--- config.mk ---
export PLATFORM = sky130hd
export DESIGN_NAME = parking_entry_scheduler
export DESIGN_NICKNAME = d
export VERILOG_FILES = /design/src/rtl/parking_pkg.sv /design/src/rtl/parking_free_slot_finder.sv /design/src/rtl/parking_entry_scheduler.sv
export SDC_FILE = /design/constraint.sdc
export NUM_CORES = 1
export LEC_CHECK = 0
export ABC_CLOCK_PERIOD_IN_PS = 9500
export CAP_MARGIN = 20
export CELL_PAD_IN_SITES_DETAIL_PLACEMENT = 1
export CELL_PAD_IN_SITES_GLOBAL_PLACEMENT = 1
export CORE_MARGIN = 3
export CORE_UTILIZATION = 46
export DETAILED_ROUTE_END_ITERATION = 8
export PLACE_DENSITY_LB_ADDON = 0.1
export SLEW_MARGIN = 5
export SYNTH_ARGS = -nofsm -noshare
export SYNTH_HDL_FRONTEND = slang
export SYNTH_HIERARCHICAL = 1
export SYNTH_SLANG_ARGS = --single-unit
--- constraint.sdc ---
create_clock -name clk -period 9.5 [get_ports clk]
set_input_delay 1.425 -clock clk [delete_from_list [all_inputs] [get_ports clk]]
set_output_delay 1.425 -clock clk [all_outputs]
set_load 0.01 [all_outputs]
--- src/rtl/parking_pkg.sv ---
// Shared types and constants for the parking entry scheduler.
package parking_pkg;

    localparam int NUM_SLOTS = 16;
    localparam int SLOT_W    = 4;   // index width for NUM_SLOTS slots
    localparam int CNT_W     = 5;   // popcount width, must hold NUM_SLOTS itself

    // Button symbol encoding used by the entry code.
    localparam logic [1:0] SYM_L = 2'd0;
    localparam logic [1:0] SYM_R = 2'd1;
    localparam logic [1:0] SYM_U = 2'd2;
    localparam logic [1:0] SYM_D = 2'd3;

    typedef enum logic [2:0] {
        S_IDLE,
        S_GOT1,
        S_GOT2,
        S_GOT3,
        S_ALLOC,
        S_GATE,
        S_WAIT_PARK,
        S_ERR
    } state_t;

endpackage

--- src/rtl/parking_free_slot_finder.sv ---
// Combinational lowest-free-slot search and free-slot popcount.
module parking_free_slot_finder
    import parking_pkg::*;
(
    input  logic [NUM_SLOTS-1:0] i_free,
    output logic [SLOT_W-1:0]    o_first_idx,
    output logic                 o_any_free,
    output logic [CNT_W-1:0]     o_count
);

    // Priority search from the top down so the lowest set bit wins; popcount alongside.
    always_comb begin
        // NOTE: every combinational output gets a default first so no path can infer a latch.
        o_first_idx = '0;
        o_count     = '0;
        for (int i = NUM_SLOTS - 1; i >= 0; i--) begin
            if (i_free[i]) o_first_idx = SLOT_W'(i);
        end
        for (int i = 0; i < NUM_SLOTS; i++) begin
            o_count = o_count + CNT_W'(i_free[i]);
        end
    end

    assign o_any_free = |i_free;

endmodule

--- src/rtl/parking_entry_scheduler.sv ---
// Entry-code FSM that reserves the lowest free slot, drives the gate and
// releases the reservation when the car parks or the park window expires.
module parking_entry_scheduler
    import parking_pkg::*;
#(
    parameter logic [5:0] ENTRY_CODE    = 6'b10_01_00,
    parameter int         ENTRY_TIMEOUT = 500,
    parameter int         GATE_CYCLES   = 100,
    parameter int         PARK_CYCLES   = 1000,
    parameter int         ERR_CYCLES    = 50,
    parameter int         TMR_W         = 24
) (
    input  logic                 clk,
    input  logic                 rst,
    input  logic                 btn_l,
    input  logic                 btn_r,
    input  logic                 btn_u,
    input  logic                 btn_d,
    input  logic                 btn_c,
    input  logic [NUM_SLOTS-1:0] sensor,
    output logic [NUM_SLOTS-1:0] slot_led,
    output logic                 gate_open,
    output logic [SLOT_W-1:0]    assigned_slot,
    output logic                 assigned_valid,
    output logic [CNT_W-1:0]     free_count,
    output logic                 lot_full,
    output logic                 err
);

    // Timer reload values: a state lasts (load + 1) cycles before its timeout fires.
    localparam logic [TMR_W-1:0] LD_ENTRY = TMR_W'(ENTRY_TIMEOUT - 1);
    localparam logic [TMR_W-1:0] LD_GATE  = TMR_W'(GATE_CYCLES - 1);
    localparam logic [TMR_W-1:0] LD_PARK  = TMR_W'(PARK_CYCLES - 1);
    localparam logic [TMR_W-1:0] LD_ERR   = TMR_W'(ERR_CYCLES - 1);

    state_t                r_state;
    logic [TMR_W-1:0]      r_timer;
    logic [NUM_SLOTS-1:0]  r_reserved;
    logic [4:0]            r_btn_q;     // {c, d, u, r, l}
    logic [NUM_SLOTS-1:0]  r_slot_led;
    logic [CNT_W-1:0]      r_free_count;
    logic                  r_lot_full;
    logic [SLOT_W-1:0]     r_assigned_slot;
    logic                  r_assigned_valid;
    logic                  r_gate_open;
    logic                  r_err;

    logic [4:0]            w_pulse;
    logic [2:0]            w_pulse_cnt;
    logic                  w_any_pulse;
    logic                  w_lone_c;
    logic                  w_lone_dir;
    logic [1:0]            w_sym;
    logic                  w_timer_zero;
    logic [NUM_SLOTS-1:0]  w_free_mask;
    logic [SLOT_W-1:0]     w_first_idx;
    logic                  w_any_free;
    logic [CNT_W-1:0]      w_free_cnt;

    // NOTE: during reset the reservation is already being dropped, so it is masked
    // out here to make free_count reflect the bare sensor on the first cycle after reset.
    assign w_free_mask  = ~(sensor | (rst ? '0 : r_reserved));
    assign w_timer_zero = (r_timer == '0);

    parking_free_slot_finder u_finder (
        .i_free      (w_free_mask),
        .o_first_idx (w_first_idx),
        .o_any_free  (w_any_free),
        .o_count     (w_free_cnt)
    );

    // Rising-edge pulses, pulse count and the symbol of a single direction pulse.
    always_comb begin
        w_pulse     = {btn_c, btn_d, btn_u, btn_r, btn_l} & ~r_btn_q;
        w_pulse_cnt = 3'(w_pulse[0]) + 3'(w_pulse[1]) + 3'(w_pulse[2])
                    + 3'(w_pulse[3]) + 3'(w_pulse[4]);
        w_any_pulse = (w_pulse_cnt != 3'd0);
        w_lone_c    = (w_pulse_cnt == 3'd1) && w_pulse[4];
        w_lone_dir  = (w_pulse_cnt == 3'd1) && !w_pulse[4];
        w_sym       = SYM_D;
        if (w_pulse[0])      w_sym = SYM_L;
        else if (w_pulse[1]) w_sym = SYM_R;
        else if (w_pulse[2]) w_sym = SYM_U;
    end

    // Button history; loaded even during reset so a held button yields no pulse afterwards.
    always_ff @(posedge clk) begin
        // NOTE: clocked state uses non-blocking assignments so all registers update together.
        r_btn_q <= {btn_c, btn_d, btn_u, btn_r, btn_l};
    end

    // Display registers: one cycle behind sensor and the reservation mask.
    always_ff @(posedge clk) begin
        r_free_count <= w_free_cnt;
        r_lot_full   <= (w_free_cnt == '0);
        if (rst) r_slot_led <= '0;
        else     r_slot_led <= sensor | r_reserved;
    end

    // Entry FSM with a shared saturating down-counter and registered grant outputs.
    always_ff @(posedge clk) begin
        if (rst) begin
            r_state          <= S_IDLE;
            r_timer          <= '0;
            r_reserved       <= '0;
            r_assigned_slot  <= '0;
            r_assigned_valid <= 1'b0;
            r_gate_open      <= 1'b0;
            r_err            <= 1'b0;
        end else begin
            case (r_state)
                S_IDLE: begin
                    if (w_any_pulse && !w_lone_c) begin
                        if (w_lone_dir && w_sym == ENTRY_CODE[1:0]) begin
                            r_state <= S_GOT1;
                            r_timer <= LD_ENTRY;
                        end else begin
                            r_state <= S_ERR;
                            r_timer <= LD_ERR;
                            r_err   <= 1'b1;
                        end
                    end
                end
                S_GOT1, S_GOT2: begin
                    if (w_any_pulse) begin
                        if (w_lone_dir && w_sym == ((r_state == S_GOT1) ? ENTRY_CODE[3:2]
                                                                        : ENTRY_CODE[5:4])) begin
                            r_state <= (r_state == S_GOT1) ? S_GOT2 : S_GOT3;
                            r_timer <= LD_ENTRY;
                        end else begin
                            r_state <= S_ERR;
                            r_timer <= LD_ERR;
                            r_err   <= 1'b1;
                        end
                    end else if (w_timer_zero) begin
                        r_state <= S_IDLE;
                    end else begin
                        r_timer <= r_timer - TMR_W'(1);
                    end
                end
                S_GOT3: begin
                    if (w_lone_c) begin
                        r_state <= S_ALLOC;
                        r_timer <= '0;
                    end else if (w_any_pulse) begin
                        r_state <= S_ERR;
                        r_timer <= LD_ERR;
                        r_err   <= 1'b1;
                    end else if (w_timer_zero) begin
                        r_state <= S_IDLE;
                    end else begin
                        r_timer <= r_timer - TMR_W'(1);
                    end
                end
                S_ALLOC: begin
                    if (w_any_free) begin
                        r_reserved[w_first_idx] <= 1'b1;
                        r_assigned_slot         <= w_first_idx;
                        r_assigned_valid        <= 1'b1;
                        r_gate_open             <= 1'b1;
                        r_state                 <= S_GATE;
                        r_timer                 <= LD_GATE;
                    end else begin
                        r_state <= S_ERR;
                        r_timer <= LD_ERR;
                        r_err   <= 1'b1;
                    end
                end
                S_GATE: begin
                    if (w_timer_zero) begin
                        r_gate_open <= 1'b0;
                        r_state     <= S_WAIT_PARK;
                        r_timer     <= LD_PARK;
                    end else begin
                        r_timer <= r_timer - TMR_W'(1);
                    end
                end
                S_WAIT_PARK: begin
                    if (sensor[r_assigned_slot] || w_timer_zero) begin
                        r_reserved       <= '0;
                        r_assigned_valid <= 1'b0;
                        r_state          <= S_IDLE;
                        r_timer          <= '0;
                    end else begin
                        r_timer <= r_timer - TMR_W'(1);
                    end
                end
                S_ERR: begin
                    if (w_timer_zero) begin
                        r_err   <= 1'b0;
                        r_state <= S_IDLE;
                    end else begin
                        r_timer <= r_timer - TMR_W'(1);
                    end
                end
                default: begin
                    r_state <= S_IDLE;
                    r_timer <= '0;
                end
            endcase
        end
    end

    assign slot_led       = r_slot_led;
    assign gate_open      = r_gate_open;
    assign assigned_slot  = r_assigned_slot;
    assign assigned_valid = r_assigned_valid;
    assign free_count     = r_free_count;
    assign lot_full       = r_lot_full;
    assign err            = r_err;

endmodule

# [Word-level counts from Yosys, hierarchy flattened]
# Index checks and enable logic that the tools add are counted.
[op_classes] n_eq_ne=20 mux=64 bitwise=6 n_addsub=20 n_reduce_logical=24 n_lt_le_gt_ge=3
[ops] operator="$mux W24" count=7
[ops] operator="$pmux W24 S7" count=1
[ops] operator="$add A5 B1 Y5" count=14
[ops] operator="$mux W4" count=16
[ops] operator="$mux W16" count=3
[ops] operator="$or A16 B16 Y16" count=3
[ops] operator="$pmux W16 S2" count=1
[ops] operator="$mux W3" count=9
[ops] operator="$logic_not A24 Y1" count=1
[ops] operator="$sub A24 B1 Y24 const B" count=1
[ops] operator="$pmux W3 S7" count=1
[ops] operator="$ne A2 B2 Y1 const B" count=10
[ops] operator="$mux W9" count=2
[ops] operator="$not A16 Y16" count=1
[ops] operator="$reduce_or A16 Y1" count=1
[ops] operator="$mux W1" count=14
[ops] operator="$eq A3 B3 Y1 const B" count=4
[ops] operator="$lt A4 B5 Y1 const B" count=2
[ops] operator="$reduce_and A3 Y1" count=3
[ops] operator="$reduce_and A9 Y1" count=1
[ops] operator="$mux W2" count=4
[ops] operator="$mux W7" count=1
[ops] operator="$add A3 B1 Y3" count=2
[ops] operator="$eq A3 B1 Y1 const B" count=2
[ops] operator="other kinds (23)" count=33
[totals] inputBits=23 register_bits=77 output_inout_bits=29

# [Longest topological paths before layout]
[depth] depth_word=26 mapped_depth=17 mapped_depth_nobuf=15

# [Hierarchy]
# The synthesis kept the hierarchy.
[by_module_without_submodules] mod="parking_entry_scheduler" n_inst=1 cells_each=490 seq_area_each_um2=1541.5 area_each_um2=4061.4
[by_module_without_submodules] mod="parking_free_slot_finder" n_inst=1 cells_each=70 seq_area_each_um2=0.0 area_each_um2=568.0

# [Least setup slack after synthesis]
# Ideal clock, no wire load.
[synth_path] kind="input -> register" start="input port rst" end="register r_lot_full, in the netlist lot_full" arrival_time_ns=5.831 path_stages=16 required_time_ns=9.435 path_slack_ns=3.605 path_cell_list="buf_1 > inv_1 > clkbuf_1 > a21oi_1 > fa_1 > inv_1 > fa_1 > fa_1 > fa_1 > inv_1 > ha_1 > inv_1 > fa_1 > xnor2_1 > or4_1 > nor2_1"
[synth_lines] element="from (decl)" line_no="parking_entry_scheduler.sv:14" rtl="input logic rst,"
[synth_lines] element="$mux W16" line_no="parking_entry_scheduler.sv:62" rtl="assign w_free_mask = ~(sensor | (rst ? '0 : r_reserved));"
[synth_lines] element="$or A16 B16 Y16" line_no="parking_entry_scheduler.sv:62"
[synth_lines] element="$not A16 Y16" line_no="parking_entry_scheduler.sv:62"
[synth_lines] element="via w_free_mask[7]" line_no="parking_entry_scheduler.sv:55" rtl="logic [NUM_SLOTS-1:0] w_free_mask;"
[synth_lines] element="$add A5 B1 Y5 (9 in series)" line_no="parking_free_slot_finder.sv:20" rtl="o_count = o_count + CNT_W'(i_free[i]);"
[synth_lines] element="via w_free_cnt[2]" line_no="parking_entry_scheduler.sv:58" rtl="logic [CNT_W-1:0] w_free_cnt;"
[synth_lines] element="$logic_not A5 Y1" line_no="parking_entry_scheduler.sv:95" rtl="r_lot_full <= (w_free_cnt == '0);"
[synth_lines] element="to (signal assigned)" line_no="parking_entry_scheduler.sv:95"
[synth_lines] element="to (decl)" line_no="parking_entry_scheduler.sv:42" rtl="logic r_lot_full;"
# The timed path passes the listed nets, and every way through them passes these cells.
# A chain may end at the register's enable or synchronous reset.

# [Worst setup path in the final report]
# Ends and elaborated chain as after synthesis.

==> flow_summary.ini <==
[timing]
min_period_ps = 6730
hold_violations = 0
setup_tns_ps = 0
rsz0062_at_grt = no
max_freq_mhz = 149
max_slew_margin_pct = 23.0
fin_crit_sh_pct = 70.9
worst_pin_slew_ps = 1150
final_max_slew_viol_count = 0
setup_violations = 0
fin_worst_skew_ps = 14.6

[setup_path]
cp-end-kind = flip-flop
cp.arrival_ps = 7030
cp.required_ps = 9800
crit_fanout = 40
critPathLaunchType = input port
crit_type = in -> reg

[routing]
drc = 0
ant_nets = 0
via_per_inst = 6.06
vias = 4434
wl_per_cell_um = 19.2
wirelength_um = 14100
first_iter_violations = 118
drt_first_pass_iters = 5

[synth]
synth_common_cells = nor2_1 (85), dfxtp_1 (77), a21oi_1 (50)
synthCells = 560
ys_types = 78
synth_compound_area_share_pct = 24.0
synth_top_area_share_pct = 33.3
syn_nets = 605
synth_edf_count = 0
synth_most_common_cell = nor2_1
synthFlopType = dfxtp_1
async_reset_ff_share_pct = 0
syn_area_sq_um = 4630
synth-simple-area-share_pct = 24.0
yosys-mux-area-fraction_pct = 3.03
ys_seq_elements = 77
synth-xor-area-share_pct = 1.14
yosys.area.top_type = dfxtp_1
ys_warn_count = 6
yosysSeqAreaShare_pct = 33.3
yosys-top-cells-area = dfxtp_1 (33%), nor2_1 (6.9%), a21oi_1 (5.4%)
synth_top_family_by_area = simple AND/OR/NAND/NOR gates
avgSynthCellArea_sq_um = 8.27
synth_adder_area_share_pct = 7.89

[die]
die_h_um = 106
ios = 52
start_util_pct = 48.7
die_x_um = 106
dieArea_sq_um = 11300
std_cell_rows = 35
core_region_area_sq_um = 9500

[global_routing]
grt_max_degree = 41
antenna_found_initial = 0
grt.total_usage_pct = 25.8
gr-total-overflow = 0
grt_pass1_vias = 4704
grt_pass1_wl_um = 23600

[clock_tree]
cts-resized-gates = 0
clockBufferDepth = 2
cts_sinks = 77
clk_pin_slew_ps = 100
htreeDepth = 3
clockRootBuffer = clkbuf_8
clk_latency_ps = 360
post_cts_buffers = 0
cts_tree = yes
cts_buffers = 9
cts_hold_buf = 0

[hold_path]
hold_path_class = reg -> reg

[final_layout]
drive_above_1_share_pct = 8.79
stdcell_count = 732
syn_to_final_growth_pct = 16.2
nNetsFinal = 643
num_antenna_cells = 0

[outcome]
status = completed

[pwr]
ir_drop_mv = 0.160
leakage_nw = 2.08
p_per_area_nw_per_um2 = 289

[placed_design]
post-dp-hpwl_um = 10300
placed_cells = 716
place_congestion = 0.872
portBuffers = 51

[run]
maxCapViolCount = 0
-- final cells by class --
class	instances	area, sq um
clock buffer	10	128
clock inverter	6	93.8
fill	1154	4120
inverter	42	158
multi-input combinational	416	2780
sequential	77	1540
tap	129	161
timing repair buffer	52	518
-- report_power, final --
group	internal, mW	switching [mW]	total [mW]
sequential	0.387	0.0926	0.479
clock	0.151	0.138	0.288
combinational	0.312	0.476	0.788
-- routing by layer --
layer	share of wire (%)	wire, um	GRT usage (%)	vias to the layer above
li1	-	-	-	2082
met4	2.2	306	8.79	0
met5	0	0	0	-
met1	42	5950	31.4	2227
met2	52	7340	46.7	95
met3	3.2	448	3.22	30
-- final timing paths --
kind                  to  depth (start not counted)  slack [ps]     startpoint
min          r_timer[19]                          2         490    r_timer[19]
min reg2reg  r_timer[19]                          2         490    r_timer[19]
max reg2reg     lot_full                         13        5090  r_reserved[7]
max             lot_full                         16        2770            rst
-- logic make-up after synthesis --
| logic type | Yosys count |
|---|---|
| xor+xnor | 6 |
| simple gates | 215 |
| fa+ha+maj | 22 |
| buf+inv | 67 |
| mux | 10 |
| flops | 77 |
| compound gates | 163 |
-- registers in the layout (all words and copies together), names as in the netlist --
register / count
r_timer: 24
r_reserved: 16
slot_led: 16
free_count: 5
r_btn_q: 5
assigned_slot: 4
r_state: 3
assigned_valid: 1
err: 1
gate_open: 1
lot_full: 1
-- cells in the final DEF (no fill, tap or decap), types with 3 or more instances in the layout --
| master | synthesis | final |
|---|---|---|
| a211o_1 | 5 | 5 |
| a211oi_1 | 5 | 5 |
| a21o_1 | 4 | 4 |
| a21oi_1 | 50 | 50 |
| a31oi_1 | 12 | 12 |
| a41oi_1 | 3 | 3 |
| and3_1 | 4 | 4 |
| clkbuf_8 | 0 | 9 |
| clkdlybuf4s50_1 | 0 | 51 |
| dfxtp_1 | 77 | 77 |
| fa_1 | 12 | 12 |
| ha_1 | 10 | 10 |
| inv_1 | 40 | 40 |
| mux2i_1 | 5 | 5 |
| mux4_2 | 3 | 3 |
| nand2_1 | 34 | 34 |
| nand2b_1 | 8 | 8 |
| nand3_1 | 14 | 14 |
| nand4_1 | 4 | 4 |
| nor2_1 | 85 | 85 |
| nor2_2 | 10 | 10 |
| nor2b_1 | 4 | 4 |
| nor3_1 | 15 | 15 |
| nor4_1 | 10 | 10 |
| o2111ai_1 | 3 | 3 |
| o211ai_1 | 4 | 4 |
| o21a_1 | 10 | 10 |
| o21ai_0 | 25 | 25 |
| o21ai_1 | 3 | 3 |
| o22ai_1 | 6 | 6 |
| o31ai_1 | 6 | 6 |
| or3_1 | 9 | 9 |
| xnor2_1 | 6 | 6 |
-- through the flow --
| stage | cell area (sq um) | setup slack, ps | util, % | hold slack (ps) | power, mW |
|---|---|---|---|---|---|
| floorplan | 4630 | 3600 | - | 440 | 1.05 |
| global placement | 5160 | 2740 | 54.3 | 454 | 1.23 |
| detailed placement | 5160 | 2430 | 54.3 | 478 | 1.27 |
| CTS | 5380 | 2780 | 56.6 | 497 | 1.56 |
| global route | 5380 | 2470 | 56.6 | 505 | 1.67 |
| finish | 5380 | 2770 | 56.6 | 487 | 1.56 |
-- critical path: stages --
cell             delay [ps]
clkdlybuf4s50_1         460
buf_4                   410
inv_1                   510
a21oi_1                 700
fa_1                    560
inv_1                   100
fa_1                    430
fa_1                    510
fa_1                    410
inv_1                    70
ha_1                    160
inv_1                    70
fa_1                    460
xnor2_1                 160
or4_1                   460
nor2_1                  100
No activity file was read; power rests on OpenSTA's default activity.
